$ cat src/rtl/cp0_exc_unit.sv
// CP0 register file and precise-exception commit unit for the 5-stage MIPS core.
// Commits interrupts, exceptions, ERET and MTC0 from the MEM stage; drives flush and redirect.
module cp0_exc_unit (
  input  logic        clk,
  input  logic        rst,
  input  logic        MEM_valid,
  input  logic        MEM_Exception,
  input  logic [4:0]  MEM_ExcCode,
  input  logic        MEM_isBD,
  input  logic [31:0] MEM_PC,
  input  logic [31:0] badvaddr,
  input  logic        MEM_eret_flush,
  input  logic        MEM_CP0WrEn,
  input  logic [7:0]  MEM_CP0Addr,
  input  logic [31:0] MEM_GPR_RT,
  input  logic [5:0]  ext_int,
  output logic [31:0] CP0Out,
  output logic        flush,
  output logic [31:0] redirect_pc,
  output logic [31:0] EPC_out
);

  localparam logic [31:0] ExcVector    = 32'hBFC0_0380;
  localparam logic [7:0]  AddrBadVAddr = 8'h40;
  localparam logic [7:0]  AddrCount    = 8'h48;
  localparam logic [7:0]  AddrCompare  = 8'h58;
  localparam logic [7:0]  AddrStatus   = 8'h60;
  localparam logic [7:0]  AddrCause    = 8'h68;
  localparam logic [7:0]  AddrEpc      = 8'h70;
  localparam logic [4:0]  ExcAdEL      = 5'd4;
  localparam logic [4:0]  ExcAdES      = 5'd5;

  logic [31:0] badvaddr_q, badvaddr_d;
  logic [31:0] count_q, count_d;
  logic [31:0] compare_q, compare_d;
  logic [31:0] epc_q, epc_d;
  logic [7:0]  im_q, im_d;
  logic        exl_q, exl_d;
  logic        ie_q, ie_d;
  logic        bd_q, bd_d;
  logic        ti_q, ti_d;
  logic        tick_q, tick_d;
  logic [5:0]  ip_hw_q, ip_hw_d;
  logic [1:0]  ip_sw_q, ip_sw_d;
  logic [4:0]  exc_code_q, exc_code_d;

  logic [31:0] status_val, cause_val;
  logic        int_pending, exc_commit, eret_commit, flush_raw, cp0_we;
  logic [4:0]  commit_code;

  assign status_val = {9'd0, 1'b1, 6'd0, im_q, 6'd0, exl_q, ie_q};
  assign cause_val  = {bd_q, ti_q, 14'd0, ip_hw_q, ip_sw_q, 1'b0, exc_code_q, 2'b00};

  assign int_pending = ie_q & ~exl_q & (|({ip_hw_q, ip_sw_q} & im_q));
  assign exc_commit  = MEM_valid & (int_pending | MEM_Exception);
  assign eret_commit = MEM_valid & ~exc_commit & MEM_eret_flush;
  assign flush_raw   = exc_commit | eret_commit;
  assign commit_code = int_pending ? 5'd0 : MEM_ExcCode;
  assign cp0_we      = MEM_valid & MEM_CP0WrEn & ~flush_raw;

  // State is held in reset anyway; gating only the output keeps rst off the D paths.
  assign flush       = rst & flush_raw;
  assign redirect_pc = exc_commit ? ExcVector : epc_q;
  assign EPC_out     = epc_q;

  always_comb begin
    CP0Out = 32'd0;
    case (MEM_CP0Addr)
      AddrBadVAddr: CP0Out = badvaddr_q;
      AddrCount:    CP0Out = count_q;
      AddrCompare:  CP0Out = compare_q;
      AddrStatus:   CP0Out = status_val;
      AddrCause:    CP0Out = cause_val;
      AddrEpc:      CP0Out = epc_q;
      default:      CP0Out = 32'd0;
    endcase
  end

  always_comb begin
    badvaddr_d = badvaddr_q;
    compare_d  = compare_q;
    epc_d      = epc_q;
    im_d       = im_q;
    exl_d      = exl_q;
    ie_d       = ie_q;
    bd_d       = bd_q;
    ip_sw_d    = ip_sw_q;
    exc_code_d = exc_code_q;
    tick_d     = ~tick_q;
    count_d    = tick_q ? count_q + 32'd1 : count_q;
    ti_d       = ti_q | ((count_q == compare_q) && (compare_q != 32'd0));
    ip_hw_d    = {ext_int[5] | ti_q, ext_int[4:0]};

    if (exc_commit) begin
      // A nested exception keeps the original return point.
      if (!exl_q) begin
        epc_d = MEM_isBD ? MEM_PC - 32'd4 : MEM_PC;
        bd_d  = MEM_isBD;
      end
      exl_d      = 1'b1;
      exc_code_d = commit_code;
      if (commit_code == ExcAdEL || commit_code == ExcAdES) begin
        badvaddr_d = badvaddr;
      end
    end

    if (eret_commit) begin
      exl_d = 1'b0;
    end

    if (cp0_we) begin
      case (MEM_CP0Addr)
        AddrCount:   count_d = MEM_GPR_RT;
        AddrCompare: begin
          compare_d = MEM_GPR_RT;
          ti_d      = 1'b0;
        end
        AddrStatus:  begin
          im_d  = MEM_GPR_RT[15:8];
          exl_d = MEM_GPR_RT[1];
          ie_d  = MEM_GPR_RT[0];
        end
        AddrCause:   ip_sw_d = MEM_GPR_RT[9:8];
        AddrEpc:     epc_d   = MEM_GPR_RT;
        default:     ;
      endcase
    end
  end

  always_ff @(posedge clk or negedge rst) begin
    if (!rst) begin
      badvaddr_q <= 32'd0;
      count_q    <= 32'd0;
      compare_q  <= 32'd0;
      epc_q      <= 32'd0;
      im_q       <= 8'd0;
      exl_q      <= 1'b0;
      ie_q       <= 1'b0;
      bd_q       <= 1'b0;
      ti_q       <= 1'b0;
      tick_q     <= 1'b0;
      ip_hw_q    <= 6'd0;
      ip_sw_q    <= 2'd0;
      exc_code_q <= 5'd0;
    end else begin
      badvaddr_q <= badvaddr_d;
      count_q    <= count_d;
      compare_q  <= compare_d;
      epc_q      <= epc_d;
      im_q       <= im_d;
      exl_q      <= exl_d;
      ie_q       <= ie_d;
      bd_q       <= bd_d;
      ti_q       <= ti_d;
      tick_q     <= tick_d;
      ip_hw_q    <= ip_hw_d;
      ip_sw_q    <= ip_sw_d;
      exc_code_q <= exc_code_d;
    end
  end

endmodule

$ cat config.mk
export PLATFORM = sky130hd
export DESIGN_NAME = cp0_exc_unit
export DESIGN_NICKNAME = d
export VERILOG_FILES = /design/src/rtl/cp0_exc_unit.sv
export SDC_FILE = /design/constraint.sdc
export NUM_CORES = 1
export LEC_CHECK = 0
export BUFFER_PORTS_ARGS = -buffer_cell sky130_fd_sc_hd__buf_2
export CAP_MARGIN = 30
export CORE_AREA = 2 2 130 132
export CTS_CLUSTER_SIZE = 16
export DETAILED_ROUTE_END_ITERATION = 8
export DIE_AREA = 0 0 132 134
export PLACE_DENSITY = 0.8
export SKIP_CTS_REPAIR_TIMING = 1
export SLEW_MARGIN = 0
export SYNTH_ARGS = -nofsm -noshare
export SYNTH_HDL_FRONTEND = slang
export SYNTH_SLANG_ARGS = --single-unit
$ cat constraint.sdc
create_clock -name clk -period 4.44 [get_ports clk]
set_input_delay 1.332 -clock clk [delete_from_list [all_inputs] [get_ports clk]]
set_output_delay 1.332 -clock clk [all_outputs]
set_load 0.05 [all_outputs]
==> metrics.md <==
| Metric | Value |
|---|---|
| Largest net degree at the start of global routing | 72 |
| # DRC | 1 |
| Post-Layout Cell Count | 1336 |
| GRT Residual Overflow | 0 |
| GR Layer Usage met1 | 0.461 |
| Worst Skew | 9.04 ps |
| Max VDD drop | 327 uV |
| Seq/Total Area, Yosys | 0.443 |
| Clk Latency, worst-skew pair | 430 ps |
| Final wirelength | between 30 and 40 mm |
| Worst-path clk slew | 60 ps |
| Hold Violations, Final | 0 |
| Clock root cell | clkbuf_16 |
| Asr flop ratio synth | 1.00 |
| Critical path capture point | CP0Out[4] |
| Dominant cell type by area after synthesis | dfrtp_1 |
| Starting density of the core | 0.534 |
| Placed cell count | 1307 |
| Reg-to-reg endpoint | badvaddr_q[27] |
| Setup WS pre-CTS | between 20 and 25 ps |
| I/O Pins | 219 |
| Die H | 134 um |
| Worst Setup SP | MEM_CP0Addr[6] |
| GRT Overall Usage | 0.347 |
| Initial DRC count | 1261 |
| Nets | roughly 1200 |
| Slowest stage delay, CP | 600 ps |
| CTS tree | yes |
| Post-Syn Instances | 904 |
| First-pass GRT wire length | 46.8 mm |
| Avg WL per Cell | roughly 23 um |
| Slowest CP cell | a222oi_1 |
| Worst-case reg-to-reg path depth | 6 |
| Top cells by area in the synthesized netlist | dfrtp_1, mux2_1, xor2_1, nand2_1, xnor2_1 |
| Status | finished, violations left |
| Final worst slack | 22.4 ps |
| Ys Warns | 0 |
| Final Max Slew Viols | 0 |
| Failing checks | design-rule violations |
| DR vias/cell | 6.36 |
| Min cycle time layout | 4420 ps |
| CTS Buffer Depth | 2 |
| Worst-path cell chain | buf_2 -> or3b_1 -> nor3_4 -> buf_4 -> a222oi_1 -> nand2_1 -> buf_2 |
| Worst hold slack | 490 ps |
| RePlAce Congestion | 0.998 |
| Flop-to-flop setup slack | 1710 ps |
| Setup crit end kind | primary output |
| Area delta synth->final | 24.5% |
| Final setup violation count | 0 |
| Inserted Diodes | 0 |
| CTS sink count | between 150 and 200 |
| CTS buffer count | 17 |
| Mapped Area | 0.00870 mm^2 |
| Share of cells above drive strength 1 | 0.276 |
| Fin util | 0.665 |
| Max Cap Viol | 0 |
| Vias in the first global route | 8257 |
| # rows | 47 |
| Post-synth EDFFs | 0 |
| Share of the synthesized area in the top cell type | 0.443 |
| Met3 Track Usage GR | 0.0858 |
| Number of antenna violations at the first check in global routing | 1 |
| CORE AREA | approximately 0.016 mm^2 |
| Overall power | 4520 uW |
| Fmax | 0.226 GHz |
| Worst hold path type | register to register |
| TritonRoute pass-1 iters | 9 |
| Syn_nets | 1028 |
| Crit path DAT | 3090 ps |
| Worst path required time | 3110 ps |
| Post-DRT Antenna Nets | 0 |
| HPWL Detailed | 22.7 mm |
| Critical path type | primary input to primary output |
| Ys flop type | dfrtp_1 |
| I/O Buffers | around 220 |
| Crit-path max FO | 9 |
| Met2 Use GR | 0.530 |
| CP top delay family | simple AND/OR/NAND/NOR gates |
| Crit start category | primary input |
| Worst slew pin tran | approximately 900 ps |
| Most common cell after layout, fill and taps aside | buf_2 |
| Lkg Pwr | 0.00527 uW |
| PwrDens | roughly 420 mW/mm^2 |
| Most frequent cells in the layout | buf_2, dfrtp_1, nand2_1, mux2_1, nor2_1 |
| CP bufs+invs | 3 |
| H-tree lvl count | 4 |
| Most used cell, CP | buf_2 |
| Ratio of final minimum period to clock period | 0.995 |
| Post-synth cell types | 50 |
| Crit path depth | 7 |
| Die area | 0.0177 mm^2 |
| Yosys reg bits | 154 |
| Busiest grt layer | met2 |
| Via count | around 8500 |
| Avg Inst Size Synth | 9.63 um^2 |
| Max_slew headroom | 0.393 |
| Die Width | 132 um |
| Worst r2r src | im_q[2] |
==> per-layer routing <==
metal | vias up | wire length [um] | share of wire
met5 | - | 12 | 0.00039
met4 | 2 | 1410 | 0.046
met3 | 124 | 3370 | 0.11
met2 | 584 | 13900 | 0.45
met1 | 4077 | 11900 | 0.39
li1 | 3715 | - | -
==> where the power goes <==
group	switching (uW)	internal, uW	total (uW)	leakage, uW
sequential	235	1570	1810	0.00198
clock	567	999	1570	0.000302
combinational	814	326	1140	0.00298
total	1620	2900	4520	0.00527
==> flip-flops by register name, summed over array words and instances, names as in the netlist <==
signal,cells
exl_q,1
tick_q,1
ti_q,1
count_q,32
ip_sw_q,2
ip_hw_q,6
ie_q,1
badvaddr_q,32
exc_code_q,5
bd_q,1
im_q,8
compare_q,32
EPC_out,32
==> final cells by class <==
type                    instances  area (um^2)
fillers                      1296         5450
multi-input cells             680         4710
clock buffers                  20          447
repair buffers                242         1340
well taps                     220          275
inverters                      11         41.3
clock inverters                 9          173
flip-flops and latches        154         3850
==> synth_stat cells, drive strengths merged (3+ instances only) <==
library cell  number
a21oi             38
o21a               7
inv               11
a222oi            23
buf                8
or2                3
xnor2             32
mux2i             14
o21ai             49
nor2              50
o211ai             3
a22oi             33
nand3             24
nand4             11
dfrtp            154
xor2              46
nor4              45
or4                9
nor3              34
and4               5
nand2            103
o31a               7
or3                4
a22o               4
clkbuf            51
mux2              75
nand2b            15
and3               6
and2              21
==> cells by family after synthesis <==
family | Yosys count | synth area share
AO/OA/AOI/OAI | 170 | 0.130
adder cells (fa/ha/maj) | 2 | 0.00287
AND/OR/NAND/NOR | 341 | 0.201
XOR/XNOR | 78 | 0.0785
multiplexers | 89 | 0.113
buffers and inverters | 70 | 0.0312
flip-flops | 154 | 0.443
==> worst min-delay path by stage <==
stage / from / to / cells after the start
after global routing: badvaddr_q[9] / badvaddr_q[9] / 1
after detailed placement: exc_code_q[3] / exc_code_q[3] / 2
after floorplan: bd_q / bd_q / 2
final: exc_code_q[4] / exc_code_q[4] / 2
after CTS: exc_code_q[4] / exc_code_q[4] / 2
after global placement: bd_q / bd_q / 2
==> worst register-to-register path, cell delays in order (launching register included) <==
cell and delay, ps:
dfrtp_1 400, a22o_1 270, o41ai_2 550, buf_4 290, nand3_1 380, buf_4 370
mux2_1 340
==> per-stage QoR <==
stage / area (um^2) / TNS (ps)
5_1_grt: 10800 / -3.17
2_1_floorplan: 8770 / -69.9
4_1_cts: 10800 / 0
3_3_place_gp: 10200 / 0
6_report: 10800 / 0
3_5_place_dp: 10200 / 0
No activity file was read; power rests on OpenSTA's default activity.
